==> src/rtl/serial_adder.sv <==
// Bit-serial adder: one full adder plus a carry flop, LSB-first, one bit per clock,
// with valid/ready handshakes on operands and on the {cout,sum} result.

module fulladder (
  input  logic i_a,
  input  logic i_b,
  input  logic i_c,
  output logic o_sum,
  output logic o_cout
);
  assign o_sum  = i_a ^ i_b ^ i_c;
  assign o_cout = (i_a & i_b) | (i_c & (i_a ^ i_b));
endmodule

module serial_adder #(
  parameter int unsigned WIDTH = 8
) (
  input  logic             clk,
  input  logic             rst_n,
  input  logic             in_valid,
  output logic             in_ready,
  input  logic [WIDTH-1:0] a,
  input  logic [WIDTH-1:0] b,
  input  logic             cin,
  output logic             out_valid,
  input  logic             out_ready,
  output logic [WIDTH-1:0] sum,
  output logic             cout
);

  localparam int unsigned CNT_W = $clog2(WIDTH) + 1;

  typedef enum logic [1:0] {
    S_IDLE  = 2'd0,
    S_SHIFT = 2'd1,
    S_DONE  = 2'd2
  } state_t;

  state_t             r_state;
  state_t             w_next_state;
  logic               r_in_ready;
  logic               r_out_valid;
  logic [WIDTH-1:0]   r_a_sh;
  logic [WIDTH-1:0]   r_b_sh;
  logic [WIDTH-1:0]   r_sum;
  logic               r_carry;
  logic               r_cout;
  logic [CNT_W-1:0]   r_count;
  logic               w_accept;
  logic               w_shift;
  logic               w_last;
  logic               w_fa_sum;
  logic               w_fa_cout;

  assign w_accept = (r_state == S_IDLE) && in_valid;
  assign w_shift  = (r_state == S_SHIFT);
  assign w_last   = w_shift && (r_count == CNT_W'(WIDTH - 1));

  fulladder u_fa (
    .i_a    (r_a_sh[0]),
    .i_b    (r_b_sh[0]),
    .i_c    (r_carry),
    .o_sum  (w_fa_sum),
    .o_cout (w_fa_cout)
  );

  // State register; handshake flags are registered from the next state.
  always_ff @(posedge clk) begin
    if (!rst_n) begin
      r_state     <= S_IDLE;
      r_in_ready  <= 1'b1;
      r_out_valid <= 1'b0;
    end else begin
      r_state     <= w_next_state;
      r_in_ready  <= (w_next_state == S_IDLE);
      r_out_valid <= (w_next_state == S_DONE);
    end
  end

  always_comb begin
    w_next_state = r_state;
    case (r_state)
      S_IDLE:  if (in_valid)  w_next_state = S_SHIFT;
      S_SHIFT: if (w_last)    w_next_state = S_DONE;
      S_DONE:  if (out_ready) w_next_state = S_IDLE;
      default:                w_next_state = S_IDLE;
    endcase
  end

  // Datapath: new sum bits enter at the MSB so the LSB lands at bit 0 after WIDTH shifts.
  always_ff @(posedge clk) begin
    if (!rst_n) begin
      r_a_sh  <= '0;
      r_b_sh  <= '0;
      r_sum   <= '0;
      r_carry <= 1'b0;
      r_cout  <= 1'b0;
      r_count <= '0;
    end else if (w_accept) begin
      r_a_sh  <= a;
      r_b_sh  <= b;
      r_carry <= cin;
      r_count <= '0;
    end else if (w_shift) begin
      r_sum   <= (r_sum >> 1) | (WIDTH'(w_fa_sum) << (WIDTH - 1));
      r_carry <= w_fa_cout;
      r_a_sh  <= r_a_sh >> 1;
      r_b_sh  <= r_b_sh >> 1;
      r_count <= r_count + CNT_W'(1);
      if (w_last) r_cout <= w_fa_cout;
    end
  end

  assign in_ready  = r_in_ready;
  assign out_valid = r_out_valid;
  assign sum       = r_sum;
  assign cout      = r_cout;

endmodule
==> config.mk <==
export PLATFORM = sky130hd
export DESIGN_NAME = serial_adder
export DESIGN_NICKNAME = d
export VERILOG_FILES = /design/src/rtl/serial_adder.sv
export SDC_FILE = /design/constraint.sdc
export NUM_CORES = 1
export LEC_CHECK = 0
export ABC_CLOCK_PERIOD_IN_PS = 2700
export CORE_AREA = 10 10 70 72
export DETAILED_ROUTE_END_ITERATION = 16
export DIE_AREA = 0 0 80 82
export GPL_ROUTABILITY_DRIVEN = 1
export GPL_TIMING_DRIVEN = 0
export PLACE_DENSITY_LB_ADDON = 0.25
export SKIP_CTS_REPAIR_TIMING = 1
export SYNTH_ARGS = -nofsm -noshare
export SYNTH_HDL_FRONTEND = slang
export SYNTH_HIERARCHICAL = 1
export SYNTH_SLANG_ARGS = --single-unit
==> constraint.sdc <==
create_clock -name clk -period 2.7 [get_ports clk]
set_input_delay 0.27 -clock clk [delete_from_list [all_inputs] [get_ports clk]]
set_output_delay 0.27 -clock clk [all_outputs]
set_load 0.1 [all_outputs]
* Word-level counts from Yosys, hierarchy flattened
Cells that the tools add are included.
Widths: inputs -> output; s select.
** Cells by class
- Add/subtract/negate cells :: 1
- $lt $le $gt $ge :: 0
- Divide/modulo/power cells :: 0
- Bitwise logic cells :: 8
- Shift-type cells :: 0
- Multiplexer cells :: 10
- Equal/unequal tests :: 4
- $mul :: 0
- Reductions and logical operators :: 8
** Operators with widths (count)
- $mux 8 :: 4
- $or 7x8->8 :: 1
- $mux 2 :: 3
- $pmux 2 s3 :: 1
- $add 4x1->4 const B :: 1
- $eq 2x2->1 const B :: 2
- $eq 4x3->1 const B :: 1
- $logic_not 2->1 :: 2
- $reduce_and 3->1 :: 1
- $and 1x1->1 :: 2
- $eq 2x1->1 const B :: 1
- $logic_and 1x1->1 :: 2
- $mux 1 :: 2
- $not 1->1 :: 2
- $reduce_and 2->1 :: 1
- $reduce_bool 2->1 :: 1
- $reduce_or 2->1 :: 1
- $xor 1x1->1 :: 2
- $or 1x1->1 :: 1
** Storage, ports and cells
- Bits in read-only memories :: 0
- Logic and storage cells :: 40
- Latch bits :: 0
- Register bits :: 34
- Output and inout port bits :: 11
- Input port bits :: 21
- Memories :: 0
- Bits in writable memories :: 0

* Logic depth before layout (Yosys ltp)
- Depth in word-level cells :: 5
- Gate-level depth with buffers :: 6
- Gate-level depth less buffers :: 4

* Cells and area by module
The synthesis kept the hierarchy.
** Modules (own cells, without submodules)
- serial_adder :: area each 1503.9 um^2, cells an instance 163, instances 1
- fulladder :: area each 20.0 um^2, cells an instance 1, instances 1

* Least setup slack after synthesis
No wires, ideal clock.
- Kind :: reg-to-reg
- Start point :: reg sum[1] (netlist name)
- End point :: reg r_sum[1], in the netlist sum[1]
- Library setup time :: 76 ps
- Cell stages (with the launch flop) :: 3
- Path buffers :: 0
- Setup slack :: 1434 ps
- Arrival time :: 1190 ps
- Cell sequence :: dfxtp_1 > nand2_1 > a21boi_0
** RTL lines
- to (signal assigned) :: line 105 : r_sum <= (r_sum >> 1) | (WIDTH'(w_fa_sum) << (WIDTH - 1));
- to (decl) :: line 45 : logic [WIDTH-1:0] r_sum;

* Final worst setup path
- Start point :: reg r_sum[7], in the netlist sum[7]
- End point :: out sum[7]
** RTL lines
- to (decl) :: line 27 : output logic [WIDTH-1:0] sum,
No word-level cell between the ends.

==> results.sh <==
export IMPL_status="complete, no violations"
export IMPL_core_area_um2=3580
export IMPL_path_cells="clkdlybuf4s50_1"
export IMPL_hold_start="cout$_SDFFE_PN0P_"
export IMPL_p_switching_mw=0.267
export IMPL_slew_viol_final=0
export IMPL_clkSlewWorstSetupHoldPaths_ns=0.10
export IMPL_area_growth_pct=27.3
export IMPL_clock_sinks=34
export IMPL_final_common_cell="dfxtp_1"
export IMPL_seq_area_frac_synth=0.447
export IMPL_endpoint_kind="output port"
export IMPL_crit_path_top_delay_cell="clkdlybuf4s50_1"
export IMPL_netlist_instances=164
export IMPL_clkPwrFrac=0.259
export IMPL_fin_tns_setup_ns=0
export IMPL_synth_seq_cells=34
export IMPL_wl_per_cell_um=14.9
export IMPL_holdPathStages=2
export IMPL_final_setup_viol_count=0
export IMPL_rrSetupSlack_ns=1.42
export IMPL_min_delay_path_class="flip-flop to flip-flop"
export IMPL_grt_max_degree=11
export IMPL_r2r_end="r_a_sh[2]$_SDFFE_PN0P_"
export IMPL_timing_fmax_ghz=0.474
export IMPL_drc=0
export IMPL_period_share=0.782
export IMPL_seq_power_share=0.555
export IMPL_vdd_drop_max_v=0.000313
export IMPL_period_needed_ns=2.11
export IMPL_crit_family="buffers and inverters"
export IMPL_leakage_nw=0.719
export IMPL_cts_buffers_inserted=5
export IMPL_drtPass1Iterations=4
export IMPL_cts_tree="yes"
export IMPL_place_hpwl_um=2750
export IMPL_io_buffers=31
export IMPL_ys_warn_count=6
export IMPL_first_global_vias=1346
export IMPL_rows=22
export IMPL_syn_area_um2=1520
export IMPL_tightestPinTransition_ns=0.981
export IMPL_grt_setup_unrepaired="false"
export IMPL_drive_gt1_frac=0.129
export IMPL_start_util=0.426
export IMPL_diodes=0
export IMPL_pwr_share_comb=0.186
export IMPL_insertion_delay_ns=0.33
export IMPL_first_iter_violations=79
export IMPL_nNetsFinal=225
export IMPL_vias=1304
export IMPL_r2r_cells=5
export IMPL_cp_slowest_stage_delay_ns=1.15
export IMPL_rr_startpoint="r_state[0]$_SDFF_PN0_"
export IMPL_grt_first_pass_wirelength_um=6170
export IMPL_critPathLaunchType="flip-flop"
export IMPL_maxCapViolations=0
export IMPL_cts_root_buf="clkbuf_4"
export IMPL_ant_nets=0
export IMPL_syn_area_per_cell_um2=9.29
export IMPL_path_class="flip-flop to output port"
export IMPL_synth_nets=187
export IMPL_netlist_cell_type_count=30
export IMPL_hold_viol=0
export IMPL_grtUsageTotal=0.117
export IMPL_fillers=340
export IMPL_h_tree_depth=2
export IMPL_slew_headroom=0.344
export IMPL_worstPathMaxFanout=3
export IMPL_die_area_um2=6560
export IMPL_intPower_mw=0.716
export IMPL_p_sw_frac=0.272
export IMPL_dieHeight_um=82
export IMPL_dp_cells=243
export IMPL_gp_congestion=0.768
export IMPL_grt_ovfl_total=0
export IMPL_ios=32
export IMPL_whs_endpoint="cout$_SDFFE_PN0P_"
export IMPL_layout_common_cells="dfxtp_1, clkdlybuf4s50_1, nand2_1"
export IMPL_crit_required_ns=2.43
export IMPL_die_w_um=80
export IMPL_clockBufferDepth=2
export IMPL_viasPerCell=5.22
export IMPL_critical_path_arrival_ns=1.84
export IMPL_crit_buf_inv=1
export IMPL_fin_skew_ns=0.00679
export IMPL_p_per_area_nw_per_um2=507
export IMPL_wl_um=3720
export IMPL_antenna_found_initial=0
export IMPL_crit_start="sum[7]$_SDFFE_PN0P_"
export IMPL_fin_cells=250
cells by family after synthesis:
logic type      Yosys count  synth area share
fa+ha+maj                 2            0.0213
compound gates           48             0.236
mux                       3            0.0197
xor+xnor                  2            0.0115
simple gates             61             0.206
flops                    34             0.447
buf+inv                  14            0.0591
Yosys cell counts:
master	instances	area, µm²
dfxtp_1	34	681
nand2_1	20	75.1
a21oi_1	17	85.1
nor2b_1	16	100
nor2_1	15	56.3
o221a_2	10	113
a21boi_0	8	60.1
buf_2	6	30.0
buf_6	4	45.0
clkbuf_1	4	15.0
o21ai_0	4	20.0
mux2i_1	3	30.0
o221a_1	3	33.8
a22oi_1	2	15.0
nand2b_1	2	12.5
o21a_1	2	15.0
and3_1	1	6.26
and4b_1	1	10.0
fa_1	1	20.0
ha_1	1	12.5
nand3_1	1	5.00
nand3b_1	1	7.51
nand4b_1	1	8.76
nor3b_1	1	7.51
nor3b_4	1	18.8
o21ba_1	1	10.0
o21bai_1	1	7.51
or3_1	1	6.26
xnor2_1	1	8.76
xor2_1	1	8.76
state kept, by name, summed over array words and instances, names as in the netlist:
name and cells:
cout 1, r_state 2, r_carry 1, out_valid 1, r_a_sh 8, r_count 4
r_b_sh 8, sum 8, in_ready 1
worst max path at each step:
stage / to / depth (start not counted)
3_5_place_dp: sum[7] / 1
2_1_floorplan: sum[1]$_SDFFE_PN0P_ / 2
6_report: sum[7] / 1
5_1_grt: sum[3] / 1
4_1_cts: sum[7] / 1
3_3_place_gp: sum[7] / 1
per-stage QoR:
step / hold WS [ns] / setup slack, ns / utilization / total power [mW] / instance area (µm²)
floorplan: 0.421 / 1.43 / - / 0.674 / 1520
global placement: 0.450 / 0.943 / 0.529 / 0.732 / 1890
detailed placement: 0.455 / 0.949 / 0.529 / 0.739 / 1890
CTS: 0.469 / 0.570 / 0.542 / 0.991 / 1940
global route: 0.491 / 0.543 / 0.542 / 1.03 / 1940
finish: 0.465 / 0.589 / 0.542 / 0.983 / 1940
metal layers:
metal  up-vias  track usage  routed length (µm)
met4         0       0.0475                  63
met3         8       0.0328                 146
met5         -            0                   0
met1       623        0.136                1650
li1        645            -                   -
met2        28        0.198                1860
power by group through the flow:
stage	sequential, mW	combinational (mW)	clock [mW]
floorplan	0.576	0.0983	0
global route	0.549	0.197	0.287
detailed placement	0.556	0.182	0
global placement	0.555	0.177	0
CTS	0.545	0.183	0.262
finish	0.545	0.182	0.255
final cells by class:
type                    instances  area, µm²  share of cell area
well taps                      48       60.1              0.0310
plain buffers                  14       90.1              0.0465
multi-input cells             116        753               0.388
flip-flops and latches         34        681               0.351
repair buffers                 31        310               0.160
clock buffers                   7       45.0              0.0232
(Power assumes the default switching activity.)
